[src/rtl/timer_pkg.sv]
// Shared state encoding and width helper for the down_timer block.
package timer_pkg;

    typedef enum logic [1:0] {IDLE, RUN, PAUSED, EXPIRED} timer_state_t;

    // Bits needed to count 0 .. value-1, but never fewer than one.
    function automatic int clog2_min1(input int value);
        return (value > 1) ? $clog2(value) : 1;
    endfunction

endpackage

[src/rtl/rate_divider.sv]
// Prescaler that produces a step every DIV enabled clocks.
module rate_divider
    import timer_pkg::*;
#(
    parameter int DIV = 50000000
) (
    input  logic clock,
    input  logic resetn,
    input  logic en,
    input  logic clear,
    output logic tick
);

    localparam int               DIV_W  = clog2_min1(DIV);
    localparam logic [DIV_W-1:0] RELOAD = DIV_W'(DIV - 1);

    logic [DIV_W-1:0] r_prescaler;

    // NOTE: registers use non-blocking assignments so every flop samples pre-edge values.
    always_ff @(posedge clock or negedge resetn) begin
        if (!resetn) begin
            r_prescaler <= RELOAD;
        end else if (clear) begin
            r_prescaler <= RELOAD;
        end else if (en) begin
            r_prescaler <= (r_prescaler == '0) ? RELOAD : r_prescaler - 1'b1;
        end
    end

    // Raw terminal count; the owner gates it with its own run state.
    assign tick = (r_prescaler == '0);

endmodule

[src/rtl/down_timer.sv]
// Loadable down-counting timer with pause/resume and a one-shot expiry pulse.
module down_timer
    import timer_pkg::*;
#(
    parameter int WIDTH = 8,
    parameter int DIV   = 50000000
) (
    input  logic             clock,
    input  logic             resetn,
    input  logic             load,
    input  logic [WIDTH-1:0] load_value,
    input  logic             start,
    input  logic             pause,
    output logic [WIDTH-1:0] count,
    output logic             tick,
    output logic             running,
    output logic             expired,
    output logic             done
);

    timer_state_t     r_state, w_state_next;
    logic [WIDTH-1:0] r_count, w_count_next;
    logic             r_done, w_done_next;
    logic             w_div_tick;
    logic             w_div_en;

    // Prescaler freezes while paused so a resume continues the interrupted period.
    assign w_div_en = (r_state == RUN) && !pause;

    rate_divider #(.DIV(DIV)) u_rate_divider (
        .clock  (clock),
        .resetn (resetn),
        .en     (w_div_en),
        .clear  (load),
        .tick   (w_div_tick)
    );

    assign tick    = w_div_tick && (r_state == RUN);
    assign running = (r_state == RUN);
    assign expired = (r_state == EXPIRED);
    assign count   = r_count;
    assign done    = r_done;

    always_ff @(posedge clock or negedge resetn) begin
        if (!resetn) begin
            r_state <= IDLE;
            r_count <= '0;
            r_done  <= 1'b0;
        end else begin
            r_state <= w_state_next;
            r_count <= w_count_next;
            r_done  <= w_done_next;
        end
    end

    always_comb begin
        // NOTE: defaults first so every path assigns every signal and no latch is inferred.
        w_state_next = r_state;
        w_count_next = r_count;
        w_done_next  = 1'b0;
        if (load) begin
            w_state_next = IDLE;
            w_count_next = load_value;
        end else begin
            case (r_state)
                IDLE: begin
                    if (start) begin
                        if (r_count != '0) begin
                            w_state_next = RUN;
                        end else begin
                            w_state_next = EXPIRED;
                            w_done_next  = 1'b1;
                        end
                    end
                end
                RUN: begin
                    // Pause beats a coincident step; the count only moves on an unpaused tick.
                    if (pause) begin
                        w_state_next = PAUSED;
                    end else if (tick) begin
                        w_count_next = r_count - 1'b1;
                        if (r_count == WIDTH'(1)) begin
                            w_state_next = EXPIRED;
                            w_done_next  = 1'b1;
                        end
                    end
                end
                PAUSED: begin
                    if (start) begin
                        w_state_next = RUN;
                    end
                end
                EXPIRED: begin
                    w_state_next = EXPIRED;
                end
                default: begin
                    w_state_next = IDLE;
                end
            endcase
        end
    end

endmodule

[config.mk]
export PLATFORM = sky130hd
export DESIGN_NAME = down_timer
export DESIGN_NICKNAME = d
export VERILOG_FILES = /design/src/rtl/timer_pkg.sv /design/src/rtl/rate_divider.sv /design/src/rtl/down_timer.sv
export SDC_FILE = /design/constraint.sdc
export NUM_CORES = 1
export LEC_CHECK = 0
export BUFFER_PORTS_ARGS = -buffer_cell sky130_fd_sc_hd__buf_2
export CAP_MARGIN = 15
export CORE_MARGIN = 5
export CORE_UTILIZATION = 35
export DETAILED_ROUTE_END_ITERATION = 8
export MAX_ROUTING_LAYER = met4
export SLEW_MARGIN = 0
export SYNTH_ARGS = -nofsm -noshare
export SYNTH_HDL_FRONTEND = slang
export SYNTH_SLANG_ARGS = --single-unit
export TNS_END_PERCENT = 50
[constraint.sdc]
create_clock -name clock -period 3.9 [get_ports clock]
set_clock_uncertainty 0.2 [all_clocks]
set_input_delay 0.39 -clock clock [delete_from_list [all_inputs] [get_ports clock]]
set_output_delay 0.39 -clock clock [all_outputs]
set_load 0.01 [all_outputs]
==> results of run 1 <==
## flip-flops by register name (all words and copies together), names as in the netlist
| signal | cells |
|---|---|
| u_rate_divider.r_prescaler | 26 |
| count | 8 |
| r_state | 2 |
| done | 1 |
## logic make-up (layout without fill, tap and decap cells)
group / after synthesis / in the layout / synth area share [%]
and+or+nand+nor: 117 / 117 / 30.7
DFF: 37 / 37 / 43.8
AOI/OAI and AO/OA: 34 / 34 / 9.02
xor gates and xnor gates: 20 / 20 / 8.10
buffers and inverters: 17 / 42 / 3.01
muxes: 6 / 6 / 3.01
adders and majority gates: 4 / 4 / 2.31
## layer usage
metal	track usage, %	up-vias
li1	-	892
met1	18.0	855
met2	23.5	34
met3	3.26	5
met4	4.26	0
met5	-	-
## area by class of cell
class / instances / area share (%)
clock buffer: 7 / 3.49
clock inverter: 1 / 1.21
inverter: 8 / 1.21
multi-input combinational: 181 / 46.5
sequential: 37 / 38.3
tap: 75 / 3.79
timing repair buffer: 26 / 5.46
## per-stage QoR
step                      setup WS, ns  total power, mW  area, um2  std cells  hold slack (ns)
after global placement            1.37            0.503       2360        327            0.336
final                             1.32            0.846       2470        335          -0.0399
after CTS                         1.34            0.856       2470        335          0.00748
after global routing              1.12            0.878       2470        335           0.0655
after detailed placement          1.36            0.504       2360        327            0.338
after floorplan                   1.59            0.465       2160        235           -0.106
## power by group
part / total [mW] / internal (mW) / switching (mW)
Clock: 0.350 / 0.209 / 0.142
Sequential: 0.414 / 0.399 / 0.0157
Combinational: 0.0813 / 0.0323 / 0.0490
## placed cells by master, fill, tap and decap left out, types with 2 or more instances in the layout
cell type  count
a21oi_1       12
and4_1         2
buf_2         24
buf_4          2
clkbuf_8       6
dfrtp_1       19
dfstp_2       18
ha_1           4
inv_1          7
mux2_2         4
mux2i_1        2
nand2_1       32
nand3_1       10
nand4_1        6
nor2_1        16
nor3_1        10
nor4_1        14
nor4_2         2
o21ai_0       12
o22ai_1        2
or2_2          2
or3_1          6
or3b_2         2
or4_1          4
xnor2_1        8
xor2_1        12
## worst max path at each step
stage / slack, ns / end / from
floorplan: 1.59 / u_rate_divider.r_prescaler[24] / u_rate_divider.r_prescaler[15]
global placement: 1.37 / count[4] / u_rate_divider.r_prescaler[4]
detailed placement: 1.36 / count[1] / u_rate_divider.r_prescaler[4]
CTS: 1.34 / count[1] / u_rate_divider.r_prescaler[4]
global route: 1.12 / count[5] / u_rate_divider.r_prescaler[4]
finish: 1.32 / count[1] / u_rate_divider.r_prescaler[4]
==> results_dict.tcl, run 1 <==
set metrics [dict create \
    status "finished, violations left" \
    violations "negative hold slack" \
    critical_path_arrival_ns 2.58 \
    cp.required_ns 3.89 \
    synth-edff-count 0 \
    dpl.hpwl_um 3490 \
    dieArea_um2 7850 \
    synth_fp_nets 252 \
    cts_hold_buf 0 \
    cp_cell_sequence "nor4_1, nand4_1, nor3_2, mux2i_1, mux2_2" \
    yosys.area.top_type "dfrtp_1" \
    clk_pin_slew_ns 0.08 \
    synth_commonest_cells "nand2_1 (32), dfrtp_1 (19), dfstp_2 (18)" \
    antenna_cells 0 \
    critPathCaptureType "register" \
    core-area_um2 5960 \
    syn2layout_area_growth_pct 14.3 \
    vias_per_cell 5.33 \
    synth_cells 235 \
    critPathSlowestCell "nor4_1" \
    yosysUniqueCellTypes 45 \
    startpoint_type "register" \
    seq_area_um2 948 \
    postRouteAntennaNets 0 \
    path_class "reg2reg" \
    cp.depth 5 \
    cts_setup_buffers 0 \
    slew_headroom_pct 45.9 \
    synth_area_per_cell_um2 9.21 \
    wl_met1_um 2350 \
    finalSetupViolations 0 \
    htree_levels 2 \
    clkSinkCount 37 \
    gp_congestion 0.843 \
    r2r_start "u_rate_divider.r_prescaler[4]" \
    die_w_um 88.6 \
    hold_ws_ns -0.0399 \
    routed.top_layer "met4" \
    ys_warn_count 0 \
    path_buf_inv 0 \
    grt_pass1_wl_um 8650 \
    clkLatencyLatePin_ns 0.30 \
    final_nets 276 \
    cts_tree "built" \
    hold_class "in2async" \
    ys_seq_area_share_pct 43.8 \
    dr_total_vias 1786 \
    path_delay_family "simple AND/OR/NAND/NOR gates" \
    route.met3.wl_um 180 \
    powerDensity_nw_per_um2 342 \
    rsz0062_at_grt "no" \
    synth_area_leaders "dfrtp_1 (22%), dfstp_2 (22%), nand2_1 (5.6%)" \
    port_buffers 24 \
    start_util_pct 36.3 \
    clock_path_buffers 2 \
    drive_gt1_share_pct 25.8 \
    multi_input_area_um2 1150 \
    grt_antenna_before_repair 0 \
    grt_max_degree 38 \
    grt.total_usage_pct 14.5 \
    rows 28 \
    async_flop_share_pct 100 \
    ctsResizeCount 0 \
    fillers 593 \
    synth_area_um2 2160 \
    drt-initial-drc-count 84 \
    worst_path_largest_cell_delay_ns 0.52 \
    final.setup.tns_ns 0 \
    cp_max_fo 11 \
    cts_buffers 5 \
    worstMarginPinSlew_ns 0.811 \
    finalMaxSlewViolations 0 \
    hold_violations 15 \
    wire_per_inst_um 15.0 \
    r2r-end "count[1]" \
    reg2reg_depth 5 \
    die_height_um 88.6 \
    leakage_nw 0.932 \
    ys.flop_type "dfrtp_1" \
    yosys.cell_count.top_type "nand2_1" \
    wl_um 5030 \
    gr-total-overflow 0 \
    synth_top_area_share_pct 22.0 \
    final_util_pct 41.5 \
    route.met2.wl_um 2430 \
    io_pins 25 \
    reg2reg_slack_ns 1.32 \
    firstDrtPassIters 5 \
    period_needed_ns 2.58 \
    drc_errors 0 \
    grt_pass1_vias 1813 \
    clockRootBuffer "clkbuf_8" \
    max_clock_freq_mhz 387 \
    timing.final.crit_share_pct 66.3 \
    peakVddDrop_uv 188 \
    cap_violations 0 \
    synth_seq_cells 37 \
]
Note: power is estimated with default switching activity, not from simulation.
==> run 2: changes to the inputs <==
--- a/config.mk
+++ b/config.mk
@@ -5,6 +5,7 @@
 export SDC_FILE = /design/constraint.sdc
 export NUM_CORES = 1
 export LEC_CHECK = 0
+export ABC_AREA = 1
 export BUFFER_PORTS_ARGS = -buffer_cell sky130_fd_sc_hd__buf_2
 export CAP_MARGIN = 15
 export CORE_MARGIN = 5
==> constraint.sdc (replaced) <==
create_clock -name clock -period 2.5 [get_ports clock]
set_clock_uncertainty 0.2 [all_clocks]
set_input_delay 0.25 -clock clock [delete_from_list [all_inputs] [get_ports clock]]
set_output_delay 0.25 -clock clock [all_outputs]
set_load 0.01 [all_outputs]
==> run 2 against run 1 <==
The run now ends clean. Total power up 65%. Via count grew 29%. Flip-flop and latch count unchanged. Clock-buffer cell count fell by 1. Routed wire length grew 16%. Sequential share of layout area is 5.1 points lower. Combinational power rose to 3.7 times the previous value. Cell count up 47%. Sequential power increased by 65%. Cell area grew 15%. Critical endpoint is now tick. Highest routed layer unchanged.
==> results_dict.tcl, run 2 <==
set metrics [dict create \
    status "finished clean" \
    clk_pin_slew_ns 0.07 \
    wl_um 5860 \
    fin_total_pwr_mw 1.40 \
    drt-initial-drc-count 69 \
    final_util_pct 39.7 \
    powerDensity_nw_per_um2 491 \
    grt.total_usage_pct 14.8 \
    regMostFlops "u_rate_divider.r_prescaler" \
    mostFrequentLayoutCells "nand2_1 (115), nand3_1 (53), nor2_1 (42)" \
    final_nets 408 \
    clkLatencyLatePin_ns 0.29 \
    worstMarginPinSlew_ns 0.832 \
    path_class "reg2out" \
    start_util_pct 35.5 \
    cp_max_fo 7 \
    port_buffers 24 \
    period_needed_ns 2.15 \
    htree_levels 2 \
    dpl_worst_slack_ns 0.490 \
    postRouteAntennaNets 0 \
    drc_errors 0 \
    rsz0062_at_grt "no" \
    clockRootBuffer "clkbuf_8" \
    whs_path_depth 3 \
    placedCellCount 481 \
    wire_per_inst_um 11.9 \
    ys_warn_count 0 \
    dpl.hpwl_um 4450 \
    io_pins 25 \
    synth_area_leaders "dfrtp_1 (19%), dfstp_2 (19%), nand2_1 (17%)" \
    ys.flop_type "dfrtp_1" \
    yosys.area.top_type "dfrtp_1" \
    synth_cells 364 \
    synth_commonest_cells "nand2_1 (115), nand3_1 (53), nor2_1 (42)" \
    ys_seq_area_share_pct 37.2 \
    cap_violations 0 \
    startpoint_type "register" \
    cts_buffers 5 \
    die_height_um 95.3 \
    vias_per_cell 4.68 \
    multi_input_area_um2 1400 \
    r2r_start "u_rate_divider.r_prescaler[0]" \
    seq_area_um2 948 \
    drive_gt1_share_pct 19.1 \
    clock_path_buffers 2 \
    synth_seq_cells 37 \
    max_clock_freq_mhz 465 \
    synth-edff-count 0 \
    critical_path_arrival_ns 1.70 \
    clkSinkCount 37 \
    syn2layout_area_growth_pct 12.0 \
    gr-total-overflow 0 \
    die_w_um 95.3 \
    final.setup.tns_ns 0 \
    antenna_cells 0 \
    min_to "done" \
    synth_fp_nets 381 \
    grt_pass1_vias 2158 \
    dr_total_vias 2300 \
    gp_congestion 0.884 \
    ctsResizeCount 0 \
    final_common_cell "nand2_1" \
    r2r-end "u_rate_divider.r_prescaler[2]" \
    layoutNonFillerInstCount 491 \
    timing.final.crit_share_pct 86.0 \
    synth_area_per_cell_um2 7.00 \
    reg2reg_depth 8 \
    yosys.cell_count.top_type "nand2_1" \
    critPathCaptureType "output pin" \
    fillers 774 \
    firstDrtPassIters 4 \
    grt_max_degree 38 \
    hold_start "start" \
    hold_violations 0 \
    peakVddDrop_uv 274 \
    reg2reg_slack_ns 0.49 \
    async_flop_share_pct 100 \
    finalSetupViolations 0 \
    synth_top_area_share_pct 18.7 \
    largest_register_ffs 26 \
    leakage_nw 1.43 \
    cts_tree "built" \
    rows 31 \
    hold_class "in2reg" \
    finalMaxSlewViolations 0 \
    synth_area_um2 2550 \
    grt_pass1_wl_um 10300 \
    dieArea_um2 9080 \
    slew_headroom_pct 44.5 \
    grt_antenna_before_repair 0 \
    worst_slack_ns 0.351 \
    core-area_um2 7180 \
    yosysUniqueCellTypes 31 \
    cp.required_ns 2.05 \
]
## run 2: cell count changes in the layout (fill, tap and decap cells not counted), moves of 5 or more
cell     change
nor3_1       -6
nand2_1     +83
or3_1        -6
xnor2_1      -7
nor2_2       +6
nor4_1      -14
o21ai_0      -5
xor2_1       -8
nor2_4       +6
a21oi_1      -5
nand3_1     +43
inv_1       +32
nor2_1      +26
## run 2: layout make-up
| type | count | area share (%) |
|---|---|---|
| clock buffers | 6 | 2.54 |
| multi-input cells | 279 | 48.9 |
| repair buffers | 27 | 5.18 |
| clock inverters | 2 | 0.351 |
| well taps | 99 | 4.34 |
| flip-flops and latches | 37 | 33.3 |
| inverters | 41 | 5.40 |
## run 2: worst max-delay path by stage
stage | from | endpoint | slack [ns] | cells after the start
after global routing | u_rate_divider.r_prescaler[0] | tick | 0.22 | 7
after global placement | u_rate_divider.r_prescaler[1] | count[0] | 0.55 | 9
after floorplan | u_rate_divider.r_prescaler[0] | count[0] | 0.75 | 9
after detailed placement | u_rate_divider.r_prescaler[0] | u_rate_divider.r_prescaler[2] | 0.49 | 8
after CTS | u_rate_divider.r_prescaler[0] | tick | 0.33 | 7
final | u_rate_divider.r_prescaler[0] | tick | 0.35 | 7
## run 2: cell families after synthesis
| kind of cell | after synthesis | share of synthesized area, % |
|---|---|---|
| and+or+nand+nor | 252 | 47.3 |
| buffers and inverters | 48 | 7.96 |
| DFF | 37 | 37.2 |
| AOI/OAI and AO/OA | 18 | 3.83 |
| xor gates and xnor gates | 5 | 1.72 |
| adders and majority gates | 4 | 1.97 |
## run 2: metal layers
metal / up-vias / GRT usage [%] / share of wire [%] / wire (um)
met5: - / - / 0 / 0
met4: 0 / 2.88 / 0.79 / 46
met2: 35 / 23.4 / 47 / 2770
li1: 1220 / - / - / -
met1: 1037 / 19.7 / 49 / 2880
met3: 8 / 2.84 / 2.7 / 159
## run 2: timing repair
item                                   in CTS  in global routing
endpoints found under the hold margin      20                  0
hold buffers                                2                  0
setup buffers                               0                  0
## run 2: power by group
| group | switching (mW) | internal (mW) | total, mW | leakage [nW] |
|---|---|---|---|---|
| Sequential | 0.0468 | 0.638 | 0.685 | 0.442 |
| Combinational | 0.198 | 0.106 | 0.303 | 0.945 |
| Clock | 0.217 | 0.193 | 0.411 | 0.0450 |
| Total | 0.462 | 0.937 | 1.40 | 1.43 |
## run 2: through the flow
step	instance area [um2]	hold slack (ns)
after floorplan	2550	-0.246
after global placement	2750	0.203
after detailed placement	2750	0.205
after CTS	2850	0.0501
after global routing	2850	0.0595
final	2850	0.0533
## run 2: worst max-delay path, cell delays in order (launching register included)
cell and delay, ns:
dfstp_2 0.39, inv_1 0.07, ha_1 0.20, nand2_1 0.13, nor2_4 0.22, nand4_4 0.14, nor2_1 0.12, buf_2 0.14
==> run 3: changes to the inputs <==
--- a/config.mk
+++ b/config.mk
@@ -9,7 +9,7 @@
 export BUFFER_PORTS_ARGS = -buffer_cell sky130_fd_sc_hd__buf_2
 export CAP_MARGIN = 15
 export CORE_MARGIN = 5
-export CORE_UTILIZATION = 35
+export CORE_UTILIZATION = 40
 export DETAILED_ROUTE_END_ITERATION = 8
 export MAX_ROUTING_LAYER = met4
 export SLEW_MARGIN = 0
==> run 3 against run 2 <==
Total power is 5.0% higher. Cell area hardly changed. Non-clock buffer count is 1 higher. First-iteration DRC count is 88% higher. Sequential power hardly changed. Setup slack better by 0.0075 ns. Global-route usage is 0.89 points higher. Critical path depth stayed put. Via count is 1.3% higher. Cell count is 4.3% lower. Hold slack worse by 0.0086 ns. Critical path type unchanged. Critical endpoint unchanged. Highest routed layer unchanged.
==> results_dict.tcl, run 3 (same netlist as run 2, synthesis figures left out) <==
set metrics [dict create \
    grt_pass1_wl_um 10300 \
    syn2layout_area_growth_pct 11.9 \
    mostFrequentLayoutCells "nand2_1 (115), nand3_1 (53), nor2_1 (42)" \
    start_util_pct 40.6 \
    cp_max_fo 7 \
    regMostFlops "u_rate_divider.r_prescaler" \
    antenna_cells 0 \
    wire_per_inst_um 12.6 \
    clockPowerShare_pct 32.0 \
    die_w_um 89.8 \
    postRouteAntennaNets 0 \
    cap_violations 0 \
    cp.required_ns 2.05 \
    final.setup.tns_ns 0 \
    status "finished clean" \
    grt_pass1_vias 2212 \
    gp_congestion 0.871 \
    final_common_cell "nand2_1" \
    firstDrtPassIters 4 \
    core-area_um2 6280 \
    fin_total_pwr_mw 1.47 \
    clkSinkCount 37 \
    seq_area_um2 948 \
    reg2reg_depth 9 \
    max_clock_freq_mhz 467 \
    dr_total_vias 2331 \
    clk_pin_slew_ns 0.08 \
    fillers 641 \
    period_needed_ns 2.14 \
    vias_per_cell 4.96 \
    io_pins 25 \
    worstMarginPinSlew_ns 0.800 \
    clockRootBuffer "clkbuf_8" \
    largest_register_ffs 26 \
    combinationalPowerShare_pct 21.3 \
    drive_gt1_share_pct 19.6 \
    place_area_um2 2730 \
    sw_frac_of_total_pct 32.0 \
    finalMaxSlewViolations 0 \
    cts_buffers 5 \
    whs_path_depth 3 \
    hold_class "in2reg" \
    rows 29 \
    finalSetupViolations 0 \
    critPathCaptureType "output pin" \
    drt-initial-drc-count 130 \
    port_buffers 24 \
    die_height_um 89.8 \
    power.switching_uw 470 \
    multi_input_area_um2 1400 \
    critical_path_arrival_ns 1.69 \
    startpoint_type "register" \
    wl_um 5910 \
    clkLatencyLatePin_ns 0.29 \
    fin_area_um2 2850 \
    p_int_uw 999 \
    grt_antenna_before_repair 0 \
    hold_violations 0 \
    drc_errors 0 \
    dieArea_um2 8060 \
    dpl.hpwl_um 4410 \
    grt_max_degree 38 \
    gr-total-overflow 0 \
    rsz0062_at_grt "no" \
    clock_path_buffers 2 \
    path_class "reg2out" \
    final_nets 409 \
    grt.total_usage_pct 15.6 \
    leakage_nw 1.45 \
    slew_headroom_pct 46.7 \
    peakVddDrop_uv 255 \
    cts_tree "built" \
    powerDensity_nw_per_um2 515 \
    htree_levels 2 \
    timing.final.crit_share_pct 85.7 \
    seqPwrFrac_pct 46.8 \
]
==> run 3: routing by layer <==
layer	routed length, um	up-vias	track usage (%)
li1	-	1216	-
met1	2850	1063	21.1
met2	2760	45	23.9
met3	219	7	3.34
met4	78	0	4.03
met5	0	-	-
==> run 3: power groups by stage <==
stage          Combinational [mW]  Clock, mW  Sequential, mW
2_1_floorplan               0.198          0           0.698
3_3_place_gp                0.309          0           0.697
3_5_place_dp                0.314          0           0.696
4_1_cts                     0.316      0.484           0.687
5_1_grt                     0.361      0.510           0.696
6_report                    0.312      0.470           0.687
==> run 3: timing repair <==
item | CTS | global route
buffers inserted | 0 | 0
hold buffers | 2 | 0
resized for setup | 0 | 0
endpoints found under the hold margin | 20 | 0
==> run 3: worst paths after layout <==
path | startpoint | endpoint | slack [ns]
setup / recovery | u_rate_divider.r_prescaler[0] | tick | 0.36
hold reg to reg | u_rate_divider.r_prescaler[23] | u_rate_divider.r_prescaler[23] | 0.29
hold / removal | start | done | 0.04
min in group asynchronous | resetn | u_rate_divider.r_prescaler[10] | 0.38
max in group asynchronous | resetn | u_rate_divider.r_prescaler[9] | 1.22
setup reg to reg | u_rate_divider.r_prescaler[0] | count[1] | 0.49
==> run 3: critical path, stage by stage (launching register included) <==
cell	delay (ns)
dfstp_2	0.38
inv_1	0.07
ha_1	0.21
nand2_1	0.13
nor2_4	0.22
nand4_4	0.13
nor2_1	0.11
buf_2	0.14
==> run 3: per-stage QoR <==
step / instances / util, % / setup WS [ns] / hold WS, ns
after floorplan: 364 / - / 0.746 / -0.246
after global placement: 460 / 43.5 / 0.548 / 0.196
after CTS: 470 / 45.4 / 0.325 / 0.0338
final: 470 / 45.4 / 0.358 / 0.0448
after global routing: 470 / 45.4 / 0.221 / 0.0452
after detailed placement: 460 / 43.5 / 0.495 / 0.193
==> run 3: layout make-up <==
type	instances	area share, %
clock inverters	1	0.176
repair buffers	28	5.44
well taps	77	3.38
flip-flops and latches	37	33.3
clock buffers	7	3.38
multi-input cells	279	48.9
inverters	41	5.40
